`src/rtl/spi_host_bridge.sv`:
```
// Host-side front end for the SPI engine: TX/RX byte FIFOs, config register,
// and a launch/wait/store sequencer with a per-transfer watchdog.
module spi_host_bridge #(
  parameter int unsigned DEPTH   = 8,
  parameter int unsigned TIMEOUT = 1023
) (
  input  logic       clk,
  input  logic       rst,
  input  logic       cfg_wr,
  input  logic [7:0] cfg_data,
  input  logic       tx_valid,
  input  logic [7:0] tx_data,
  output logic       tx_ready,
  output logic       rx_valid,
  output logic [7:0] rx_data,
  input  logic       rx_ready,
  output logic [7:0] core_cfg,
  output logic       core_cfg_load,
  output logic       core_start,
  output logic [7:0] core_tx,
  input  logic       core_done,
  input  logic [7:0] core_rx,
  output logic       busy,
  output logic       cfg_err,
  output logic       timeout,
  input  logic       err_clr
);

  localparam int unsigned AW = $clog2(DEPTH);
  localparam int unsigned PW = AW + 1;
  localparam int unsigned WW = $clog2(TIMEOUT + 1);

  localparam logic [2:0] IDLE  = 3'd0;
  localparam logic [2:0] CFG   = 3'd1;
  localparam logic [2:0] LOAD  = 3'd2;
  localparam logic [2:0] WAIT  = 3'd3;
  localparam logic [2:0] STORE = 3'd4;

  logic [2:0]    state, state_d;
  logic [PW-1:0] tx_wr, tx_rd, rx_wr, rx_rd;
  logic [PW-1:0] tx_wr_d, tx_rd_d, rx_wr_d, rx_rd_d;
  logic [7:0]    tx_mem [DEPTH];
  logic [7:0]    rx_mem [DEPTH];
  logic [WW-1:0] wd, wd_d;
  logic [7:0]    rx_byte, rx_byte_d, rx_data_d;
  logic          tx_empty, rx_full, tx_full_d;
  logic          tx_push, rx_pop, rx_push;
  logic          launch, cfg_take, cfg_rej, tmo_hit;

  assign tx_empty = (tx_wr == tx_rd);
  assign rx_full  = (rx_wr[AW] != rx_rd[AW]) && (rx_wr[AW-1:0] == rx_rd[AW-1:0]);
  assign tx_push  = tx_valid & tx_ready;
  assign rx_pop   = rx_valid & rx_ready;

  // Launching pops the TX head on the IDLE->LOAD edge so core_tx is valid with core_start.
  assign tx_wr_d   = tx_wr + PW'(tx_push);
  assign tx_rd_d   = tx_rd + PW'(launch);
  assign rx_wr_d   = rx_wr + PW'(rx_push);
  assign rx_rd_d   = rx_rd + PW'(rx_pop);
  assign tx_full_d = (tx_wr_d[AW] != tx_rd_d[AW]) && (tx_wr_d[AW-1:0] == tx_rd_d[AW-1:0]);

  always_ff @(posedge clk or posedge rst) begin
    if (rst) state <= IDLE;
    else     state <= state_d;
  end

  always_comb begin
    state_d   = state;
    wd_d      = wd;
    rx_byte_d = rx_byte;
    launch    = 1'b0;
    cfg_take  = 1'b0;
    cfg_rej   = 1'b0;
    tmo_hit   = 1'b0;
    rx_push   = 1'b0;
    case (state)
      IDLE: begin
        if (cfg_wr) begin
          if (tx_empty) begin
            cfg_take = 1'b1;
            state_d  = CFG;
          end else begin
            cfg_rej = 1'b1;
          end
        end else if (!tx_empty && !rx_full && !core_cfg[0]) begin
          launch  = 1'b1;
          state_d = LOAD;
        end
      end
      CFG:  state_d = IDLE;
      LOAD: begin
        wd_d    = '0;
        state_d = WAIT;
      end
      WAIT: begin
        if (core_done) begin
          rx_byte_d = core_rx;
          state_d   = STORE;
        end else if (wd == WW'(TIMEOUT)) begin
          tmo_hit = 1'b1;
          state_d = IDLE;
        end else begin
          wd_d = wd + WW'(1);
        end
      end
      STORE: begin
        rx_push = 1'b1;
        state_d = IDLE;
      end
      default: state_d = IDLE;
    endcase
    // Config writes while a transfer is in flight are rejected too.
    if (cfg_wr && state != IDLE) cfg_rej = 1'b1;
  end

  // Next RX head: new byte when pushing into the slot being read, else memory; hold when empty.
  always_comb begin
    rx_data_d = rx_data;
    if (rx_wr_d != rx_rd_d) begin
      if (rx_push && rx_rd_d == rx_wr) rx_data_d = rx_byte;
      else                             rx_data_d = rx_mem[rx_rd_d[AW-1:0]];
    end
  end

  always_ff @(posedge clk) begin
    if (tx_push) tx_mem[tx_wr[AW-1:0]] <= tx_data;
    if (rx_push) rx_mem[rx_wr[AW-1:0]] <= rx_byte;
  end

  always_ff @(posedge clk or posedge rst) begin
    if (rst) begin
      tx_wr         <= '0;
      tx_rd         <= '0;
      rx_wr         <= '0;
      rx_rd         <= '0;
      wd            <= '0;
      rx_byte       <= '0;
      core_cfg      <= 8'h01;
      core_tx       <= '0;
      core_cfg_load <= 1'b0;
      core_start    <= 1'b0;
      cfg_err       <= 1'b0;
      timeout       <= 1'b0;
      busy          <= 1'b0;
      tx_ready      <= 1'b1;
      rx_valid      <= 1'b0;
      rx_data       <= '0;
    end else begin
      tx_wr         <= tx_wr_d;
      tx_rd         <= tx_rd_d;
      rx_wr         <= rx_wr_d;
      rx_rd         <= rx_rd_d;
      wd            <= wd_d;
      rx_byte       <= rx_byte_d;
      if (cfg_take) core_cfg <= cfg_data & 8'hFE;
      if (launch)   core_tx  <= tx_mem[tx_rd[AW-1:0]];
      core_cfg_load <= cfg_take;
      core_start    <= launch;
      cfg_err       <= !err_clr && (cfg_err || cfg_rej);
      timeout       <= !err_clr && (timeout || tmo_hit);
      busy          <= (state_d != IDLE) || (tx_wr_d != tx_rd_d);
      tx_ready      <= !tx_full_d;
      rx_valid      <= (rx_wr_d != rx_rd_d);
      rx_data       <= rx_data_d;
    end
  end

endmodule

```
`config.mk`:
```
export PLATFORM = sky130hd
export DESIGN_NAME = spi_host_bridge
export DESIGN_NICKNAME = d
export VERILOG_FILES = /design/src/rtl/spi_host_bridge.sv
export SDC_FILE = /design/constraint.sdc
export NUM_CORES = 1
export LEC_CHECK = 0
export CAP_MARGIN = 20
export CORE_MARGIN = 1
export CORE_UTILIZATION = 39
export CTS_CLUSTER_DIAMETER = 100
export DETAILED_ROUTE_END_ITERATION = 10
export GPL_TIMING_DRIVEN = 0
export PLACE_DENSITY = 0.58
export SLEW_MARGIN = 30
export SYNTH_ARGS = -nofsm -noshare
export SYNTH_HDL_FRONTEND = slang
export SYNTH_SLANG_ARGS = --single-unit
```
`constraint.sdc`:
```
create_clock -name clk -period 6.4 [get_ports clk]
set_input_delay 1.28 -clock clk [delete_from_list [all_inputs] [get_ports clk]]
set_output_delay 1.28 -clock clk [all_outputs]
set_load 0.01 [all_outputs]
```
==> summary.txt, run 1 <==
Drt
  – ANT nets after route: 0
  – Number of detailed-route iterations in the first pass: 5
  – 1st-iter DRT viols: 287
  – Residual DRC count: 0
  – DR WL/cell: approximately 20 um
  – Total number of vias: ~4.1k
  – Final WL: 15850 um
  – Vias per inst: just over 5

Layout
  – Fraction of layout cells with a size suffix above 1: 23.38%
  – Final Non-Filler Cells: 804
  – Design Area, Final: approximately 9500 um2
  – Final core utilization: just under 50%
  – Nets: about 570
  – Antenna diode count: 0
  – Fillcell total: around 1.6k
  – Area Overhead vs Synth: 20.00%

Power
  – Comb power frac: 34.8%
  – Cell Pwr Density: 464.6 nW/um2
  – Internal: 3.013 mW
  – Power Total: 4.418 mW
  – Leak pwr: 3.451 nW
  – Sw power: 1.405 mW
  – Clock power share: 23.4%
  – Sw Share: 31.80%
  – Sequential Power Share: between 40% and 50%
  – Peak VDD IR: 0.2242 mV

Critical path
  – CP max stage delay: a little over 700 ps
  – Most frequent cell on the critical path: ha_1
  – CP required: 6690 ps
  – CP startpoint kind: input port
  – FF-to-FF End: busy
  – Slowest library cell on the worst path: nor3_2
  – Worst R2R Setup Slack: 2780 ps
  – CP Cell Sequence: clkdlybuf4s50_1 > nor2_1 > nand2_1 > nor3_2 > buf_2 > ha_1 > ha_1 > xnor2_1 > xor2_1 > nand4b_1 > or4_1
  – Critical Path AT: 4500 ps
  – FF-to-FF Start: tx_rd[0]
  – R2r worst-path depth: 11
  – Crit path capture type: register
  – CP Class: in -> reg
  – Crit Path Max Fanout: 11

Placed design
  – Final Wtd Congestion: 0.7109
  – Placed instance count: 772
  – Pre-CTS setup slack: between 1500 and 2000 ps
  – Placed inst area: 8930 um2
  – I/O Buffers: 60
  – DP Wirelength: 10180 um

Logic synthesis
  – Top_reg_cell synth: edfxtp_1
  – EDFF count, synth: 128
  – Synth top cells by count: 128 x edfxtp_1, 66 x dfrtp_1, 38 x mux2_2, 33 x nor2_1, 24 x mux4_2
  – Most frequent cell after synthesis: edfxtp_1
  – Seq/Total Area, Yosys: 70.00%
  – Synth area leaders: edfxtp_1 49%, dfrtp_1 21%, mux4_2 6.8%, mux2_2 5.4%, mux4_1 2.7%
  – Synth warn: 0
  – Yosys top cell by area: edfxtp_1
  – Yosys reg bits: about 200
  – Synthesized instance count: 443
  – Syn nets: slightly below 500
  – Yosys cell types: 42
  – Area of the mapped netlist: 7925 um2
  – Post-synth ARST share: 34.69%
  – Mean Syn Cell Area: 17.89 um2
  – Post-synth top area share: 48.50%

Floorplanning
  – Die width: 144.6 um
  – FP Rows: 51
  – Starting Density: 40.19%
  – Die footprint: 20890 um2
  – I/O pins: 62
  – Die Y: 144.6 um
  – Core box area: 19720 um2

Timing
  – RSZ-0062 raised after global routing: false
  – Worst slew pin tran: around 990 ps
  – Clock Skews: 11.19 ps
  – Final hold violations: 0
  – # setup viols final: 0
  – Fin crit period: between 4000 and 5000 ps
  – TNS Setup: 0 ps
  – Post-route clock period utilization: 65.74%
  – F_max: 0.2377 GHz
  – Setup ws final: 2193 ps
  – Rel. slew slack: 33.71%
  – Final Max Tran Viols: 0
  – Hold WS: 504.4 ps

CTS
  – Clk root buf: clkbuf_16
  – Clock Latency Late Sink: 420 ps
  – CTS max path bufs: 2
  – Sink Count: 196
  – CTS buffer count: 17
  – Setup repair bufs after CTS: 0
  – PostCTS Resize Cnt: 0
  – TritonCTS clock tree: built
  – Hold-fix buffers, CTS: 0
  – Clock transition at the registers of the reported paths: 70 ps
  – H-tree Lvls: 4

Hold path
  – Worst hold start: core_cfg[5]
  – Hold path depth: 1
  – Hold Path Class: reg -> reg
  – Hold EP: core_cfg[5]

Global route
  – Total global routing overflow: 0
  – Initial antenna violation count: 0
  – GRT Total Usage: 16.51%
  – Global-route wire length before repair: 24160 um
  – Largest net degree at the start of global routing: 43
  – Vias in the first global route: 4173

Job
  – Max-cap violations: 0

Outcome
  – Status: complete, no violations
power groups by stage:
stage          registers (mW)  logic (mW)  clock network (mW)
2_1_floorplan            1.85        1.04                   0
3_3_place_gp             1.85        1.51                   0
3_5_place_dp             1.87        1.55                   0
4_1_cts                  1.85        1.56                1.06
5_1_grt                  1.88        1.67                1.10
6_report                 1.85        1.54                1.03
cell usage in the layout (no fill, tap or decap), types with 9 or more instances in the layout:
cell / instances
dfrtp_1: 66
edfxtp_1: 128
ha_1: 9
xnor2_1: 11
mux2_2: 38
a21oi_1: 9
clkdlybuf4s50_1: 60
nor2_1: 29
nand2_1: 12
clkbuf_16: 17
mux4_2: 24
xor2_1: 22
how the worst max path moves through the flow:
stage | start | end | cells past startpoint
6_report | cfg_wr | busy | 11
5_1_grt | cfg_wr | busy | 11
4_1_cts | rx_ready | rx_data[0] | 9
3_5_place_dp | cfg_wr | busy | 11
3_3_place_gp | rx_ready | rx_data[6] | 9
2_1_floorplan | rx_ready | rx_data[0] | 9
worst max-delay path, delay by kind of cell:
| family | cells | cell delay (ps) |
|---|---|---|
| xor gates and xnor gates | 2 | 420 |
| adders and majority gates | 2 | 400 |
| buffers and inverters | 2 | 880 |
| and+or+nand+nor | 5 | 1510 |
cells by family (layout without fill, tap and decap cells):
| family | Yosys count | count (layout) | share of synthesized area [%] |
|---|---|---|---|
| xor gates and xnor gates | 34 | 34 | 3.994 |
| and+or+nand+nor | 91 | 91 | 5.984 |
| adders and majority gates | 9 | 9 | 1.421 |
| DFF | 196 | 196 | 70.00 |
| buffers and inverters | 19 | 115 | 1.310 |
| muxes | 79 | 79 | 16.07 |
| AOI/OAI and AO/OA | 15 | 15 | 1.216 |
sequential cells by signal (all words and copies together), names as in the netlist, 3 cells and up:
register,cells
core_cfg,8
core_tx,8
rx_byte,8
rx_data,8
rx_mem,64
rx_rd,4
rx_wr,4
state,3
tx_mem,64
tx_rd,4
tx_wr,4
wd,10
area by class of cell:
cell class | count | area (um2) | area share [%]
buffer | 15 | 88.84 | 0.9341
clock inverter | 15 | 140.1 | 1.473
multi-input combinational | 228 | 2308 | 24.27
timing repair buffer | 64 | 650.6 | 6.841
clock buffer | 17 | 425.4 | 4.473
tap | 265 | 331.6 | 3.486
sequential | 196 | 5548 | 58.33
inverter | 4 | 17.52 | 0.1842
metal layers:
layer	vias up	GRT usage [%]	wire [um]
li1	1870	-	-
met1	2123	20.93	7038
met2	101	27.45	8016
met3	22	3.576	484
met4	0	6.814	308
met5	-	0	0
No activity file was read; power rests on OpenSTA's default activity.
==> run 2: changes to the inputs <==
Settings changed: PLACE_DENSITY 0.58 to 0.6.
Clock period 6.4 ns to 3.5 ns, I/O delays scaled along.
==> run 2 against run 1 <==
Count of clock-buffer cells in the layout is the same. Largest power group unchanged. First-iteration DRC count decreased by 30%. Sequential power grew 82%. Clock power up 95%. Global-route usage down 0.68 points. Cell area rose by 0.62%. Cell count is the same. Total power up 85%. Register-to-register slack got worse by 2500 ps. Via count is 1.7% lower. Non-clock buffer count did not move. Sequential share of layout area shrank 0.36 points.
==> summary.txt, run 2 (synthesized netlist as in run 1, its figures left out) <==
Layout
  – Fillcell total: 1624 (-1.5%)
  – Multi-input logic area: 2320 um2 (+0.49%)
  – Nets: 566 (unchanged)
  – Register area: 5548 um2 (unchanged)
  – Antenna diode count: 0 (unchanged)
  – Fraction of layout cells with a size suffix above 1: 23.38% (unchanged)
  – Commonest non-fill, non-tap cells in the layout: 128 x edfxtp_1, 66 x dfrtp_1, 60 x clkdlybuf4s50_1
  – Most common cell after layout, fill and taps aside: edfxtp_1
  – Area Overhead vs Synth: 20.75%

Timing
  – Final hold violations: 0 (unchanged)
  – Final Max Tran Viols: 0 (unchanged)
  – F_max: 0.3069 GHz
  – Post-route clock period utilization: 93.10%
  – Worst slew pin tran: 915.2 ps (-75.42 ps)
  – Fin crit period: 3258 ps
  – TNS Setup: 0 ps (unchanged)
  – Rel. slew slack: 38.76% (+5.0 points)
  – Clock Skews: 16.75 ps (+5.554 ps)
  – # setup viols final: 0 (unchanged)

Hold path
  – Hold Path Class: reg -> reg

CTS
  – Clock transition at the registers of the reported paths: 70 ps (about the same)
  – TritonCTS clock tree: built
  – CTS buffer count: 17 (unchanged)
  – Clk root buf: clkbuf_16
  – Sink Count: 196 (unchanged)
  – H-tree Lvls: 4 (unchanged)
  – Hold-fix buffers, CTS: 0 (unchanged)
  – CTS max path bufs: 2 (unchanged)
  – Clock Latency Late Sink: 450 ps (+30 ps)

Drt
  – Residual DRC count: 0 (unchanged)
  – Number of detailed-route iterations in the first pass: 4 (-1)
  – Total number of vias: 4045 (-1.7%)
  – DR WL/cell: 18.76 um (-4.8%)
  – ANT nets after route: 0 (unchanged)
  – Vias per inst: 5.031 (-1.7%)
  – 1st-iter DRT viols: 200 (-30%)
  – Final WL: 15080 um (-4.8%)

Floorplanning
  – I/O pins: 62 (unchanged)
  – Die width: 144.6 um (unchanged)
  – Core box area: 19720 um2 (unchanged)
  – FP Rows: 51 (unchanged)
  – Die Y: 144.6 um (unchanged)
  – Starting Density: 40.19% (unchanged)
  – Die footprint: 20890 um2 (unchanged)

Global route
  – Vias in the first global route: 4224 (+1.2%)
  – GRT Total Usage: 15.83% (-0.68 points)
  – Global-route wire length before repair: 23290 um (-3.6%)
  – Largest net degree at the start of global routing: 45 (+4.7%)
  – Initial antenna violation count: 0 (unchanged)
  – Total global routing overflow: 0 (unchanged)

Power
  – Sequential Power Share: 41.2% (-0.6 points)
  – Sw Share: 31.52% (-0.28 points)
  – Leak pwr: 3.475 nW (+0.71%)
  – Clock power share: 24.6% (+1.2 points)
  – Internal: 5.607 mW (+86%)
  – Comb power frac: 34.3% (-0.5 points)
  – Peak VDD IR: 0.4673 mV (+110%)
  – Sw power: 2.581 mW (+84%)
  – Power Total: 8.188 mW (+85%)
  – Cell Pwr Density: 855.6 nW/um2 (+84%)

Critical path
  – CP required: 3810 ps (-2880 ps)
  – CP Class: reg -> reg
  – Crit path capture type: register
  – CP startpoint kind: register
  – Crit Path Max Fanout: 11 (unchanged)
  – Critical Path AT: 3570 ps (-930 ps)

Job
  – Max-cap violations: 0 (unchanged)

Placed design
  – Final Wtd Congestion: 0.7357 (+3.5%)
  – DP Wirelength: 10110 um (-0.66%)
  – I/O Buffers: 60 (unchanged)

Outcome
  – Status: complete, no violations
[run 2: final timing paths]
path | startpoint | endpoint | slack (ps) | cells past startpoint
min in group asynchronous | rst | core_tx[5] | 590 | 2
worst min register to register | core_cfg[2] | core_cfg[2] | 500 | 1
max in group asynchronous | rst | wd[8] | 2350 | 3
worst min-delay path | core_cfg[2] | core_cfg[2] | 500 | 1
worst max register to register | tx_rd[0] | busy | 240 | 11
worst max-delay path | tx_rd[0] | busy | 240 | 11
[run 2: power by group through the flow]
stage	clock network (mW)	logic, mW	registers [mW]
4_1_cts	2.07	2.84	3.37
2_1_floorplan	0	1.90	3.38
3_5_place_dp	0	2.81	3.42
3_3_place_gp	0	2.75	3.39
6_report	2.01	2.81	3.37
5_1_grt	2.16	3.05	3.44
[run 2: through the flow]
stage	hold slack (ps)	std cells	utilization [%]	setup slack (ps)	area, um2
after floorplan	476.7	443	-	525.1	7925
after global placement	485.5	768	44.92	-499.7	8857
after detailed placement	494.7	770	45.21	-500.2	8915
after CTS	509.9	802	48.39	30.24	9540
after global routing	521.3	804	48.53	-27.94	9569
final	503.6	804	48.53	241.7	9569
[run 2: routing by layer]
layer	global-route usage [%]	part of all wire, %	up-vias
li1	-	-	1866
met1	19.94	44	2082
met2	25.91	51	74
met3	3.907	3.0	23
met4	6.925	1.6	0
met5	0	0	-
[run 2: what timing repair did]
item                       CTS  global route
setup buffers                0             2
gates cloned                 0             0
setup endpoints to repair    1             9
resized for setup            2             1
pin swaps                    0             1
[run 2: cell type report]
type                       count  share of cell area (%)
clock inverter                15                   1.961
multi-input combinational    228                   24.24
tap                          265                   3.465
clock buffer                  17                   4.446
timing repair buffer          64                   6.799
sequential                   196                   57.98
inverter                       4                  0.1831
buffer                        15                  0.9283
[run 2: worst max-delay path, stage by stage, from the launching register on]
cell and delay (ps):
dfrtp_1 390, buf_2 230, xor2_1 190, nor4_2 480, nor3_4 120, buf_2 240, ha_1 240, ha_1 200
xnor2_1 230, xor2_1 220, nand4b_1 100, or4_1 500
